<file path="config.mk">
export PLATFORM = sky130hd
export DESIGN_NAME = serial_cmp_flat
export DESIGN_NICKNAME = d
export VERILOG_FILES = /design/src/rtl/serial_cmp_pkg.sv /design/src/rtl/serial_cmp_if.sv /design/src/rtl/serial_cmp_chunk_cmp.sv /design/src/rtl/serial_cmp.sv /design/src/flat_wrapper.sv
export SDC_FILE = /design/constraint.sdc
export NUM_CORES = 1
export LEC_CHECK = 0
export ABC_AREA = 1
export BUFFER_PORTS_ARGS = -buffer_cell sky130_fd_sc_hd__buf_2
export CORE_MARGIN = 2
export CORE_UTILIZATION = 58
export DETAILED_ROUTE_END_ITERATION = 10
export GPL_TIMING_DRIVEN = 0
export MAX_ROUTING_LAYER = met4
export PLACE_DENSITY = 0.89
export SLEW_MARGIN = 20
export SYNTH_ARGS = -nofsm -noshare
export SYNTH_HDL_FRONTEND = slang
export SYNTH_SLANG_ARGS = --single-unit
export TNS_END_PERCENT = 1
</file>
<file path="constraint.sdc">
create_clock -name clk -period 3.4 [get_ports clk]
set_clock_uncertainty 0.2 [all_clocks]
set_input_delay 0.51 -clock clk [delete_from_list [all_inputs] [get_ports clk]]
set_output_delay 0.51 -clock clk [all_outputs]
set_load 0.01 [all_outputs]
</file>
<file path="src/rtl/serial_cmp_pkg.sv">
// Shared types and helpers for the serial magnitude comparator.
//   cmp_state_t : FSM state encoding (idle / scanning slices)
//   flip_sign   : maps an operand's MSB so that a signed compare becomes unsigned
package cmp_pkg;

    typedef enum logic [0:0] {
        StIdle,
        StScan
    } cmp_state_t;

    // Inverting the sign bit of both two's-complement operands preserves their
    // order under an unsigned compare. Returns the MSB as the unsigned
    // compare should see it.
    function automatic logic flip_sign(input logic msb, input logic is_signed);
        return msb ^ is_signed;
    endfunction

endpackage

</file>
<file path="src/rtl/serial_cmp_if.sv">
// Request/response bundle between the lab controller and serial_cmp.
//   start, a, b, is_signed : request from the controller (master)
//   busy, done             : handshake status from the comparator (slave)
//   eq, neq, gt, lt        : registered compare results, held between requests
interface serial_cmp_if #(
    parameter int unsigned WIDTH = 16
);
    logic             start;
    logic [WIDTH-1:0] a;
    logic [WIDTH-1:0] b;
    logic             is_signed;
    logic             busy;
    logic             done;
    logic             eq;
    logic             neq;
    logic             gt;
    logic             lt;

    modport master (
        output start, a, b, is_signed,
        input  busy, done, eq, neq, gt, lt
    );

    modport slave (
        input  start, a, b, is_signed,
        output busy, done, eq, neq, gt, lt
    );
endinterface

</file>
<file path="src/rtl/serial_cmp_chunk_cmp.sv">
// Combinational W-bit unsigned slice comparator.
//   a_i, b_i : slice operands
//   eq_o     : a_i == b_i
//   gt_o     : a_i >  b_i
//   lt_o     : a_i <  b_i
module chunk_cmp #(
    parameter int unsigned W = 4
) (
    input  logic [W-1:0] a_i,
    input  logic [W-1:0] b_i,
    output logic         eq_o,
    output logic         gt_o,
    output logic         lt_o
);

    assign eq_o = (a_i == b_i);
    assign gt_o = (a_i > b_i);
    assign lt_o = (a_i < b_i);

endmodule

</file>
<file path="src/rtl/serial_cmp.sv">
// Multi-cycle WIDTH-bit magnitude comparator, signed or unsigned. Scans the
// latched operands MSB-first one CHUNK-bit slice per clock and finishes at the
// first differing slice (or after slice 0 when equal).
//   clk    : clock, rising edge
//   rst    : asynchronous active-high reset
//   cmp_io : request (start/a/b/is_signed) and registered status/results
//            (busy/done/eq/neq/gt/lt)
// WIDTH must be a positive multiple of CHUNK.
module serial_cmp
    import cmp_pkg::*;
#(
    parameter int unsigned WIDTH = 16,
    parameter int unsigned CHUNK = 4
) (
    input logic         clk,
    input logic         rst,
    serial_cmp_if.slave cmp_io
);

    localparam int unsigned NChunk = WIDTH / CHUNK;
    localparam int unsigned IdxW   = (NChunk > 1) ? $clog2(NChunk) : 1;
    localparam logic [IdxW-1:0] IdxTop = IdxW'(NChunk - 1);

    cmp_state_t       state_q, state_d;
    logic [IdxW-1:0]  idx_q, idx_d;
    logic [WIDTH-1:0] a_q, a_d;
    logic [WIDTH-1:0] b_q, b_d;
    logic             sign_q, sign_d;
    logic             busy_q, busy_d;
    logic             done_q, done_d;
    logic             eq_q, eq_d;
    logic             neq_q, neq_d;
    logic             gt_q, gt_d;
    logic             lt_q, lt_d;

    logic [WIDTH-1:0] a_cmp, b_cmp;
    logic [CHUNK-1:0] slice_a, slice_b;
    logic             slice_eq, slice_gt, slice_lt;

    // Operands as seen by the unsigned slice compare.
    always_comb begin
        a_cmp            = a_q;
        b_cmp            = b_q;
        a_cmp[WIDTH-1]   = flip_sign(a_q[WIDTH-1], sign_q);
        b_cmp[WIDTH-1]   = flip_sign(b_q[WIDTH-1], sign_q);
    end

    assign slice_a = a_cmp[32'(idx_q) * CHUNK +: CHUNK];
    assign slice_b = b_cmp[32'(idx_q) * CHUNK +: CHUNK];

    chunk_cmp #(
        .W (CHUNK)
    ) u_chunk_cmp (
        .a_i  (slice_a),
        .b_i  (slice_b),
        .eq_o (slice_eq),
        .gt_o (slice_gt),
        .lt_o (slice_lt)
    );

    always_comb begin
        state_d = state_q;
        idx_d   = idx_q;
        a_d     = a_q;
        b_d     = b_q;
        sign_d  = sign_q;
        busy_d  = busy_q;
        done_d  = 1'b0;
        eq_d    = eq_q;
        neq_d   = neq_q;
        gt_d    = gt_q;
        lt_d    = lt_q;

        unique case (state_q)
            StIdle: begin
                busy_d = 1'b0;
                if (cmp_io.start) begin
                    a_d     = cmp_io.a;
                    b_d     = cmp_io.b;
                    sign_d  = cmp_io.is_signed;
                    idx_d   = IdxTop;
                    busy_d  = 1'b1;
                    state_d = StScan;
                end
            end
            StScan: begin
                // Results are only written here, so they hold between requests.
                if (!slice_eq || (idx_q == '0)) begin
                    eq_d    = slice_eq;
                    gt_d    = slice_gt;
                    lt_d    = slice_lt;
                    neq_d   = !slice_eq;
                    done_d  = 1'b1;
                    busy_d  = 1'b0;
                    state_d = StIdle;
                end else begin
                    idx_d = idx_q - 1'b1;
                end
            end
            default: begin
                state_d = StIdle;
                busy_d  = 1'b0;
            end
        endcase
    end

    always_ff @(posedge clk or posedge rst) begin
        if (rst) begin
            state_q <= StIdle;
            idx_q   <= '0;
            a_q     <= '0;
            b_q     <= '0;
            sign_q  <= 1'b0;
            busy_q  <= 1'b0;
            done_q  <= 1'b0;
            eq_q    <= 1'b0;
            neq_q   <= 1'b0;
            gt_q    <= 1'b0;
            lt_q    <= 1'b0;
        end else begin
            state_q <= state_d;
            idx_q   <= idx_d;
            a_q     <= a_d;
            b_q     <= b_d;
            sign_q  <= sign_d;
            busy_q  <= busy_d;
            done_q  <= done_d;
            eq_q    <= eq_d;
            neq_q   <= neq_d;
            gt_q    <= gt_d;
            lt_q    <= lt_d;
        end
    end

    assign cmp_io.busy = busy_q;
    assign cmp_io.done = done_q;
    assign cmp_io.eq   = eq_q;
    assign cmp_io.neq  = neq_q;
    assign cmp_io.gt   = gt_q;
    assign cmp_io.lt   = lt_q;

endmodule
</file>
<file path="src/flat_wrapper.sv">
// flat-port wrapper written by rule: the top's interface ports become plain ports
module serial_cmp_flat import cmp_pkg::*;
#(
    parameter int unsigned WIDTH = 16,
    parameter int unsigned CHUNK = 4
)
  (clk, rst, cmp_io_start, cmp_io_a, cmp_io_b, cmp_io_is_signed, cmp_io_busy, cmp_io_done, cmp_io_eq, cmp_io_neq, cmp_io_gt, cmp_io_lt);
  serial_cmp_if #(.WIDTH(WIDTH)) cmp_io_i ();
  input logic clk;
  input logic rst;
  input wire logic [$bits(cmp_io_i.start)-1:0] cmp_io_start;
  input wire logic [$bits(cmp_io_i.a)-1:0] cmp_io_a;
  input wire logic [$bits(cmp_io_i.b)-1:0] cmp_io_b;
  input wire logic [$bits(cmp_io_i.is_signed)-1:0] cmp_io_is_signed;
  output wire logic [$bits(cmp_io_i.busy)-1:0] cmp_io_busy;
  output wire logic [$bits(cmp_io_i.done)-1:0] cmp_io_done;
  output wire logic [$bits(cmp_io_i.eq)-1:0] cmp_io_eq;
  output wire logic [$bits(cmp_io_i.neq)-1:0] cmp_io_neq;
  output wire logic [$bits(cmp_io_i.gt)-1:0] cmp_io_gt;
  output wire logic [$bits(cmp_io_i.lt)-1:0] cmp_io_lt;
  assign cmp_io_i.start = cmp_io_start;
  assign cmp_io_i.a = cmp_io_a;
  assign cmp_io_i.b = cmp_io_b;
  assign cmp_io_i.is_signed = cmp_io_is_signed;
  assign cmp_io_busy = cmp_io_i.busy;
  assign cmp_io_done = cmp_io_i.done;
  assign cmp_io_eq = cmp_io_i.eq;
  assign cmp_io_neq = cmp_io_i.neq;
  assign cmp_io_gt = cmp_io_i.gt;
  assign cmp_io_lt = cmp_io_i.lt;
  serial_cmp #(.WIDTH(WIDTH), .CHUNK(CHUNK)) u_core (.clk(clk), .rst(rst), .cmp_io(cmp_io_i));
endmodule
</file>
==> key figures <==
Drt
  – Final wirelength: 4.12 mm
  – Drt first pass iters: 4
  – # DRC: 0
  – Vias: 1675
  – Vias per inst: 4.91
  – Initial DRC Count: 83
  – Routed Antenna Nets: 0
  – Routed len/inst: 12.1 µm

STA
  – WHS: 0.128 ns
  – RSZ-0062 raised after global routing: false
  – Fmax: 0.469 GHz
  – Final setup TNS: 0 ns
  – Fin crit period: 2.13 ns
  – Relative slew margins: 79.2%
  – Period utilisation layout: 62.7%
  – Fin. max-slew vios: 0
  – Hold Fails Final Rpt: 0
  – Fin worst setup slack: 1.27 ns
  – Final setup viols: 0
  – Worst slew pin tran: 0.312 ns

Hold path
  – Worst min path class: input pin to register

Floorplan
  – CORE AREA: 3340 µm²
  – Initial core utilization: 60.6%
  – Chip width: 63.0 µm
  – Overall die height: 63.0 µm
  – # rows: 21
  – Die area: 3970 µm²
  – Num ports: 42

Placement
  – Final GP Congestion: 0.809
  – Port Buffers: 41
  – Detailed Place HPWL: 3.13 mm
  – DP Area: 2300 µm²
  – Post-Place Worst Slack: 1.28 ns

Global routing
  – First-pass GRT wire length: 7.00 mm
  – Met2 Use GR: 37.9%
  – GRT Max-Usage Layer: met2
  – Vias in the first global route: 1529
  – All-Layer GR Usage: 24.0%
  – Met3 usage: 7.57%
  – Grt total ovfl: 0
  – Pin count of the biggest net entering global routing: 30
  – Initial antenna violation count: 0
  – GR Util met1: 29.6%

Synthesis
  – Register bit total from synthesis: 42
  – Syn Nets: 285
  – Synth area leaders: dfrtp_1 (52%), nand2_1 (22%), o21ai_0 (4.0%)
  – Synthesized area: 2020 µm²
  – Register area share after synthesis: 52.0%
  – Share of the synthesized area in the top cell type: 52.0%
  – Avg Cell Area, Syn: 8.28 µm²
  – Post-synth cell types: 23
  – Synth area leader: dfrtp_1
  – Synthesis warning total: 0
  – Gate count of the mapped netlist: 244

Setup path
  – CP startpoint kind: register
  – Setup crit start: u_core.idx_q[0]$_DFFE_PP0P_
  – Worst reg2reg path depth: 11
  – Critical R2R Capture: u_core.idx_q[1]$_DFFE_PP0P_
  – CP endpoint kind: register
  – Critical Path AT: 2.24 ns
  – Critical path class: register to register
  – Worst R2R Start: u_core.idx_q[0]$_DFFE_PP0P_
  – CP endpoint: u_core.idx_q[1]$_DFFE_PP0P_
  – CP required: 3.51 ns
  – R2R setup slack: 1.27 ns
  – Worst-path fanout max: 10

Clock tree
  – Number of clock sinks: 42
  – CTS clk-pin slew, worst paths: 0.12 ns
  – CTS Buf Count: 5
  – CTS max path bufs: 2
  – Worst-Skew Late Latency: 0.36 ns
  – CTS root buffer: clkbuf_4
  – CTS tree: yes
  – CTS H-tree lvls: 2

Layout
  – Layout cells sized above 1: 23.4%
  – Ant. Diodes: 0
  – Area delta synth->final: 17.5%
  – Multi-input logic area: 818 µm²
  – Reg area: 1050 µm²
  – # nets final: 335
  – # fillers: 303
  – Final instance area: 2370 µm²

Job
  – Max Cap Violations: 0

Power and ir drop
  – Pwr dens: 948 nW/µm²
  – Worst VDD drop: 0.452 mV
  – Leak: 1.32 nW

Run status
  – Status: complete, no violations
[worst min path at each step]
stage | startpoint | to | slack, ns | cells past startpoint
CTS | cmp_io_a[10] | u_core.a_q[10]$_DFFE_PP0P_ | 0.13 | 3
finish | cmp_io_a[3] | u_core.a_q[3]$_DFFE_PP0P_ | 0.13 | 3
floorplan | u_core.b_q[10]$_DFFE_PP0P_ | u_core.b_q[10]$_DFFE_PP0P_ | 0.24 | 2
global route | cmp_io_a[9] | u_core.a_q[9]$_DFFE_PP0P_ | 0.11 | 3
detailed placement | u_core.b_q[6]$_DFFE_PP0P_ | u_core.b_q[6]$_DFFE_PP0P_ | 0.26 | 2
global placement | u_core.b_q[5]$_DFFE_PP0P_ | u_core.b_q[5]$_DFFE_PP0P_ | 0.26 | 2
[synth_stat cells, drive strengths merged]
master  number
a21o         1
o22a         3
xor2         1
ha           5
buf         10
a21oi        5
dfrtp       42
inv         14
nor2        14
nand2      123
o22ai        3
xnor2        1
nand3        3
o211ai       1
o21ai       18
[where the power goes]
part           switching, mW  internal, mW
Combinational          0.653         0.454
Sequential             0.149         0.735
Clock                  0.158         0.100
Total                  0.960          1.29
[worst max-delay path: stages (launching register included)]
cell and delay (ns):
dfrtp_1 0.38, buf_4 0.16, buf_4 0.17, o21ai_0 0.16, o22ai_1 0.12, ha_1 0.31, nand2_2 0.09, nor2_4 0.16
nand3_2 0.13, nand2_2 0.10, nand2_1 0.05, nand2_1 0.05
[placed cells by master (no fill, tap or decap), drive strengths merged]
cell type	synthesis	final
nand2	123	123
buf	10	52
dfrtp	42	42
o21ai	18	18
nor2	14	14
inv	14	14
clkbuf	0	7
a21oi	5	5
ha	5	5
o22a	3	3
o22ai	3	3
nand3	3	3
a21o	1	1
xnor2	1	1
xor2	1	1
o211ai	1	1
clkinv	0	1
dlygate4sd3	0	1
[routing by layer]
| layer | up-vias | share of wire (%) | routed length [µm] |
|---|---|---|---|
| met1 | 767 | 44 | 1800 |
| met4 | 0 | 1.4 | 59 |
| li1 | 861 | - | - |
| met5 | - | 0 | 0 |
| met2 | 41 | 50 | 2050 |
| met3 | 6 | 5.3 | 218 |
[cell families (layout without fill, tap and decap cells)]
| kind of cell | after synthesis | count (layout) | share of synthesized area (%) |
|---|---|---|---|
| and+or+nand+nor | 140 | 140 | 27.9 |
| DFF | 42 | 42 | 52.0 |
| AOI/OAI and AO/OA | 31 | 31 | 8.67 |
| buffers and inverters | 24 | 75 | 7.49 |
| adders and majority gates | 5 | 5 | 3.10 |
| xor gates and xnor gates | 2 | 2 | 0.867 |
[what timing repair did]
| action | CTS | global route |
|---|---|---|
| hold buffers | 1 | 0 |
| hold endpoints to repair | 13 | 0 |
| resized for setup | 0 | 0 |
| buffers inserted | 0 | 0 |
[sequential cells by signal, indices dropped and copies added (netlist names)]
signal	cells
u_core.a_q	16
u_core.b_q	16
u_core.idx_q	2
u_core.cmp_io.busy	1
u_core.cmp_io.done	1
u_core.cmp_io.eq	1
u_core.cmp_io.gt	1
u_core.cmp_io.lt	1
u_core.cmp_io.neq	1
u_core.sign_q	1
u_core.state_q	1
[area by class of cell]
class	count	share of cell area, %
Buffer	10	3.95
Multi-Input combinational cell	178	34.5
Timing Repair Buffer	43	9.91
Clock buffer	7	2.32
Sequential cell	42	44.3
Tap cell	46	2.42
Clock inverter	1	0.211
Inverter	14	2.42
[through the flow]
stage               utilization (%)  std cells  total power [mW]
finish                         71.1        341              2.25
floorplan                         -        244              1.71
detailed placement             69.0        332              2.00
global placement               68.4        331              1.94
CTS                            71.1        341              2.26
global route                   71.1        341              2.47
Note: power is estimated with default switching activity, not from simulation.
